===== config.mk =====
export PLATFORM = sky130hd
export DESIGN_NAME = mmio_console
export DESIGN_NICKNAME = d
export VERILOG_FILES = /design/src/rtl/mmio_console.sv
export SDC_FILE = /design/constraint.sdc
export NUM_CORES = 1
export LEC_CHECK = 0
export BUFFER_PORTS_ARGS = -buffer_cell sky130_fd_sc_hd__buf_2
export CAP_MARGIN = 20
export CORE_MARGIN = 2
export CORE_UTILIZATION = 45
export DETAILED_ROUTE_END_ITERATION = 8
export GPL_TIMING_DRIVEN = 0
export SLEW_MARGIN = 10
export SYNTH_ARGS = -nofsm -noshare
export SYNTH_HDL_FRONTEND = slang
export SYNTH_SLANG_ARGS = --single-unit

===== constraint.sdc =====
create_clock -name clk -period 6.7 [get_ports clk]
set_input_delay 1.34 -clock clk [delete_from_list [all_inputs] [get_ports clk]]
set_output_delay 1.34 -clock clk [all_outputs]
set_load 0.02 [all_outputs]

===== src/rtl/mmio_console.sv =====
// Memory-mapped console: queues TXDATA stores in a FIFO drained over valid/ready,
// exposes STATUS/DROPCNT reads and a sticky halt. Drop counter enabled by MMIO_CONSOLE_DROPCNT_EN.
module mmio_console #(
    parameter int unsigned FIFO_DEPTH = 8,
    parameter logic [31:0] BASE_ADDR  = 32'h800,
    parameter logic [31:0] HALT_ADDR  = 32'hFFC
) (
    input  logic        clk,
    input  logic        resetn,
    input  logic [31:0] address,
    input  logic [31:0] data_in,
    input  logic [3:0]  byte_enable,
    input  logic        we,
    output logic [31:0] rdata,
    output logic        rsel,
    output logic        tx_valid,
    output logic [31:0] tx_data,
    input  logic        tx_ready,
    output logic        halt
);
    localparam int unsigned AW        = $clog2(FIFO_DEPTH);
    localparam logic [AW:0] DEPTH_CNT = (AW + 1)'(FIFO_DEPTH);
    localparam logic [AW:0] PTR_ONE   = (AW + 1)'(1);

    logic [31:0] mem [FIFO_DEPTH];
    logic [AW:0] wptr;
    logic [AW:0] rptr;
    logic [AW:0] count;
    logic        full;
    logic        empty;
    logic        push_req;
    logic        push;
    logic        pop;
    logic        in_window;
    logic [31:0] masked;
    logic [31:0] status_word;
    logic [31:0] dropcnt_value;
    logic [31:0] read_value;

    assign count = wptr - rptr;
    assign full  = (count == DEPTH_CNT);
    assign empty = (count == '0);

    // Handshake: the head word transfers on a rising edge where tx_valid & tx_ready;
    // tx_data holds steady while tx_valid is high and the sink stalls.
    assign tx_valid = ~empty;
    assign tx_data  = empty ? '0 : mem[rptr[AW-1:0]];
    assign pop      = tx_valid & tx_ready;

    // A pop in the same cycle frees the slot, so a full FIFO can still accept.
    assign push_req = we & (address == BASE_ADDR);
    assign push     = push_req & ~halt & (~full | pop);
    assign masked   = data_in & {{8{byte_enable[3]}}, {8{byte_enable[2]}},
                                 {8{byte_enable[1]}}, {8{byte_enable[0]}}};

    always_ff @(posedge clk) begin
        if (push) begin
            mem[wptr[AW-1:0]] <= masked;
        end
    end

    always_ff @(posedge clk or negedge resetn) begin
        if (!resetn) begin
            wptr <= '0;
            rptr <= '0;
        end else begin
            if (push) wptr <= wptr + PTR_ONE;
            if (pop)  rptr <= rptr + PTR_ONE;
        end
    end

    always_ff @(posedge clk or negedge resetn) begin
        if (!resetn) begin
            halt <= 1'b0;
        end else if (we && (address == HALT_ADDR)) begin
            halt <= 1'b1;
        end
    end

`ifdef MMIO_CONSOLE_DROPCNT_EN
    logic [31:0] dropcnt;
    logic        drop;

    assign drop = push_req & ~push;

    always_ff @(posedge clk or negedge resetn) begin
        if (!resetn) begin
            dropcnt <= '0;
        end else if (drop && (dropcnt != '1)) begin
            dropcnt <= dropcnt + 32'd1;
        end
    end

    assign dropcnt_value = dropcnt;
`else
    assign dropcnt_value = '0;
`endif

    assign status_word = {halt, 15'b0, 14'(count), full, empty};
    assign in_window   = (address >= BASE_ADDR) && (address <= HALT_ADDR);

    always_comb begin
        read_value = '0;
        if (address == BASE_ADDR + 32'd4) begin
            read_value = status_word;
        end else if (address == BASE_ADDR + 32'd8) begin
            read_value = dropcnt_value;
        end
    end

    // Read data is registered so it lines up with the memory's one-cycle load latency.
    always_ff @(posedge clk or negedge resetn) begin
        if (!resetn) begin
            rsel  <= 1'b0;
            rdata <= '0;
        end else if (!we && in_window) begin
            rsel  <= 1'b1;
            rdata <= read_value;
        end else begin
            rsel  <= 1'b0;
            rdata <= '0;
        end
    end

endmodule

=== Yosys cells after proc, flatten, opt, wreduce, memory -nomap -nowiden ===
Memories as Yosys holds them, arrays and structs flattened.
Cells that the tools add are included.

* Add/sub/neg operators: 3
* $lt $le $gt $ge: 2
* Equality and inequality tests: 4
* Mux-type cells: 6
* Bitwise operators: 9
* Reductions and logical operators: 5

{| class="wikitable"
|+ Operators with widths
! operator !! count
|-
| 32-bit by 12-bit == test with 1-bit output, second input constant || 3
|-
| 32-bit 2-to-1 mux || 3
|-
| 32-bit bitwise AND || 1
|-
| 32-bit by 12-bit greater-or-equal comparator with 1-bit output, second input constant || 1
|-
| 32-bit by 12-bit less-or-equal comparator with 1-bit output, second input constant || 1
|-
| 4-bit by 1-bit adder with 4-bit output, second input constant || 2
|-
| 1-bit bitwise AND || 4
|-
| 4-bit == test, second input constant || 1
|-
| 4-bit logical NOT || 1
|-
| 4-bit subtractor || 1
|-
| 1-bit logical AND || 3
|-
| 1-bit 2-to-1 mux || 3
|-
| 1-bit inverter || 3
|-
| 1-bit logical NOT || 1
|-
| 1-bit OR || 1
|}

* Bits in registers: 42
* Memory bits (writable): 256
* Input bits: 72
* Output and inout bits: 67
* Word-level logic and storage cells: 35
* Memories kept: 1

{| class="wikitable"
|+ Memory list
! name !! words !! width !! read ports !! clocked after memory_dff !! write ports !! RTL line !! RTL
|-
| mem || 8 || 32 || 1 || 0 || 1 || 25 || <nowiki>logic [31:0] mem [FIFO_DEPTH];</nowiki>
|}

=== Longest topological paths before layout ===
* Word-level depth: 8
* Mapped depth: 9
* Gate-level depth less buffers: 8

=== Worst setup path after synthesis ===
OpenSTA, ideal clock, no wires.

* Path type: input to register
* Start: in address[28]
* End: mem mem[0][0] (enable)
* Setup time: 0.501 ns
* Data arrival time: 5.414 ns
* Data required time: 6.199 ns
* Path slack: 0.785 ns
* Cell stages on the path: 4
* Path buffers: 0
* Path through: or4_4 > nor3_4 > o211ai_4 > nor4_1

* Cells in the longest elaborated chain, start to end: 6

{| class="wikitable"
|+ RTL lines
! what !! RTL line !! RTL
|-
| start, declared || 10 || <nowiki>input logic [31:0] address,</nowiki>
|-
| 32-bit by 12-bit == test with 1-bit output || 51 || <nowiki>assign push_req = we & (address == BASE_ADDR);</nowiki>
|-
| 1-bit bitwise AND || 51 ||
|-
| 1-bit bitwise AND (2 in a row) || 52 || <nowiki>assign push = push_req & ~halt & (~full | pop);</nowiki>
|-
| 1-bit 2-to-1 mux || 57 || <nowiki>if (push) begin</nowiki>
|-
| 1-bit 2-to-1 mux (implied by the code) || 58 || <nowiki>mem[wptr[AW-1:0]] <= masked;</nowiki>
|-
| end, declared || 25 ||
|}

Every way passes these cells.

=== Worst setup path after layout ===
* Start: reg rptr[2]
* End: out tx_data[7]

* Cells in the longest elaborated chain, start to end: 3
* Elaborated cells between the ends (all ways): 4
* Classes of those cells: add/sub: 1; mux: 1; reduce/logical: 1; memory: 1

{| class="wikitable"
|+ RTL lines
! what !! RTL line !! RTL
|-
| start, declared || 27 || <nowiki>logic [AW:0] rptr;</nowiki>
|-
| start signal, assigned || 68 || <nowiki>if (pop) rptr <= rptr + PTR_ONE;</nowiki>
|-
| 4-bit subtractor || 40 || <nowiki>assign count = wptr - rptr;</nowiki>
|-
| 4-bit logical NOT || 42 || <nowiki>assign empty = (count == '0);</nowiki>
|-
| 32-bit 2-to-1 mux (*) || 47 || <nowiki>assign tx_data = empty ? '0 : mem[rptr[AW-1:0]];</nowiki>
|-
| end, declared || 17 || <nowiki>output logic [31:0] tx_data,</nowiki>
|}

Mark *: on every way between the ends. The rest lies on a longest branch, timed or not.

==> flow_metrics.tcl <==
set metrics [dict create \
    antenna_found_initial 0 \
    drt_iter0_drc 409 \
    fmax_mhz 177 \
    synth_area_leader_cell "edfxtp_1" \
    overflow 0 \
    initial_core_util 0.456 \
    cts_tree "yes" \
    tightest_slew_ns 0.825 \
    synthArstFlopShare 0.0623 \
    postCtsHoldBufs 0 \
    port_buffers 113 \
    max_slew_margin 0.450 \
    status "finished clean" \
    die_w_um 161 \
    syn_inst 595 \
    crit_family "buffers and inverters" \
    rows 57 \
    nets 890 \
    cp.arrival_ns 4.30 \
    drc 0 \
    multi_input_area_sq_mm 0.00276 \
    grt_pass1_wl_um 36800 \
    fin_crit_sh 0.842 \
    drt-vias-per-instance 5.25 \
    ys_seq_elements 273 \
    cts-resized-gates 0 \
    synthDistinctLibCells 39 \
    slowest_stage "nor3b_2" \
    synth-edff-count 256 \
    avgSynthCellArea_sq_um 18.6 \
    peakVddDrop_mv 0.247 \
    fin_setup_tns_ns 0 \
    clock-root-buffer "clkbuf_16" \
    drv_cap 0 \
    synthTopCellsByArea "edfxtp_1 70%, mux4_2 13%, dfrtp_1 3.8%" \
    finClkSkew_ns 0.0167 \
    fin_area_sq_mm 0.0135 \
    crit_buf_inv 5 \
    core_sq_mm 0.0242 \
    grt_pass1_vias 6254 \
    slowest_delay_ns 0.61 \
    fill_cells 1945 \
    fin_cells 1156 \
    path_cells "clkbuf_1, inv_1, clkbuf_1, ha_1, xor2_1, nand3_2, nor3b_2, clkbuf_1, a21oi_1, buf_2" \
    drive_gt1_frac 0.382 \
    htreeDepth 1 \
    vias 6065 \
    ios 139 \
    drt_pass1_iterations 5 \
    cp-end-kind "primary output" \
    cts_sinks 273 \
    die_area_sq_mm 0.0258 \
    critical_path_class "register to primary output" \
    numCtsBuffers 28 \
    synth_top_area_frac 0.696 \
    diodes 0 \
    seq_area_sq_mm 0.00811 \
    synth_warnings 0 \
    placed_cell_area_sq_mm 0.0126 \
    clk_latency_ns 0.53 \
    dp.cells 1106 \
    hold_viol 0 \
    hp-class "register to register" \
    synthFlopType "edfxtp_1" \
    wl_um 23900 \
    die_h_um 161 \
    dp_hpwl_um 16800 \
    grt_usage 0.188 \
    crit_fanout 10 \
    critical_path_required_ns 5.36 \
    postRouteAntennaNets 0 \
    setup_viol 0 \
    grt_max_degree 18 \
    cp_common_cell "clkbuf_1" \
    cellPowerDensity_mw_per_mm2 365 \
    place.gp.congestion 0.794 \
    min_period_ns 5.64 \
    rsz0062_at_grt "false" \
    total_power_mw 4.91 \
    area_growth_syn_to_layout_pct 21.8 \
    postCtsSetupBuffers 0 \
    clkTransAtPathRegs_ns 0.06 \
    post_drt_wl_per_cell_um 20.7 \
    synth_seq_area_share 0.734 \
    start_kind "register" \
    clk_path_buf_depth 3 \
    drv_slew 0 \
    leakagePower_nw 5.06 \
    synthesis.area_sq_mm 0.0111 \
]
-- sequential cells by signal, indices dropped and copies added, names as in the netlist --
register and flops:
halt 1, mem 256, rdata 7, rptr 4, rsel 1, wptr 4
-- cells by family after synthesis --
group	count (synthesis)	share of synthesized area
mux	66	0.133
compound gates	38	0.0194
simple gates	146	0.0705
flops	273	0.734
other cells	1	0.000339
fa+ha+maj	6	0.00747
xor+xnor	8	0.00634
buf+inv	57	0.0290
-- worst paths after layout --
path / cells past startpoint / startpoint / slack (ns) / endpoint
max in group asynchronous: 1 / resetn / 5.68 / rptr[1]
min: 1 / rptr[3] / 0.49 / rptr[3]
max: 10 / rptr[2] / 1.06 / tx_data[7]
min in group asynchronous: 1 / resetn / 0.73 / rdata[4]
min reg2reg: 1 / rptr[3] / 0.49 / rptr[3]
max reg2reg: 12 / rptr[2] / 2.54 / mem[4][2]
-- cells in the mapped netlist (2+ instances only) --
library cell	number
a21oi_1	34
and2_1	33
buf_1	3
buf_2	7
buf_4	26
clkbuf_1	13
dfrtp_1	17
edfxtp_1	256
ha_1	5
inv_1	8
mux4_2	64
nand2_1	68
nand3_1	2
nand3_2	2
nand3b_1	2
nand4_1	4
nor2_1	8
nor3_1	2
nor3_2	2
nor4_1	13
nor4_2	2
xnor2_1	6
xor2_1	2
-- layout make-up --
type	instances	area share
timing repair buffer	163	0.0709
multi-input combinational	289	0.205
inverter	8	0.00223
buffer	49	0.0216
tap	324	0.0301
clock inverter	18	0.0143
clock buffer	32	0.0532
sequential	273	0.603
-- power by group --
group          total (mW)  leakage [nW]  switching (mW)  internal, mW
registers            1.89          2.72          0.0172          1.88
logic                1.50          1.90           0.895         0.601
clock network        1.52         0.439           0.607         0.915
-- routing by layer --
metal	GRT usage	vias up	share of wire
li1	-	2738	-
met1	0.269	3083	0.44
met2	0.308	208	0.48
met3	0.0287	36	0.056
met4	0.0479	0	0.020
met5	0	-	0
-- cell usage in the layout (no fill, tap or decap), drive strengths merged, types with 2 or more instances in the layout --
cell / Yosys / layout
buf: 36 / 199
nand3b: 2 / 2
nor3: 5 / 5
xor2: 2 / 2
and2: 33 / 33
nand4: 5 / 5
nor2: 8 / 8
clkbuf: 13 / 45
edfxtp: 256 / 256
ha: 5 / 5
clkinv: 0 / 13
nand3: 4 / 4
bufinv: 0 / 4
mux4: 64 / 64
conb: 1 / 25
dfrtp: 17 / 17
mux2: 2 / 2
nand2: 68 / 68
a21oi: 34 / 34
inv: 8 / 8
nor4: 15 / 15
or4: 2 / 2
xnor2: 6 / 6
-- through the flow --
step	worst slack, ns	utilization	hold WS, ns
2_1_floorplan	0.785	-	0.462
3_3_place_gp	-2.82	0.499	0.477
3_5_place_dp	1.51	0.518	0.476
4_1_cts	0.959	0.555	0.488
5_1_grt	0.695	0.555	0.501
6_report	1.06	0.555	0.489
Power figures use the tool's default switching activity.
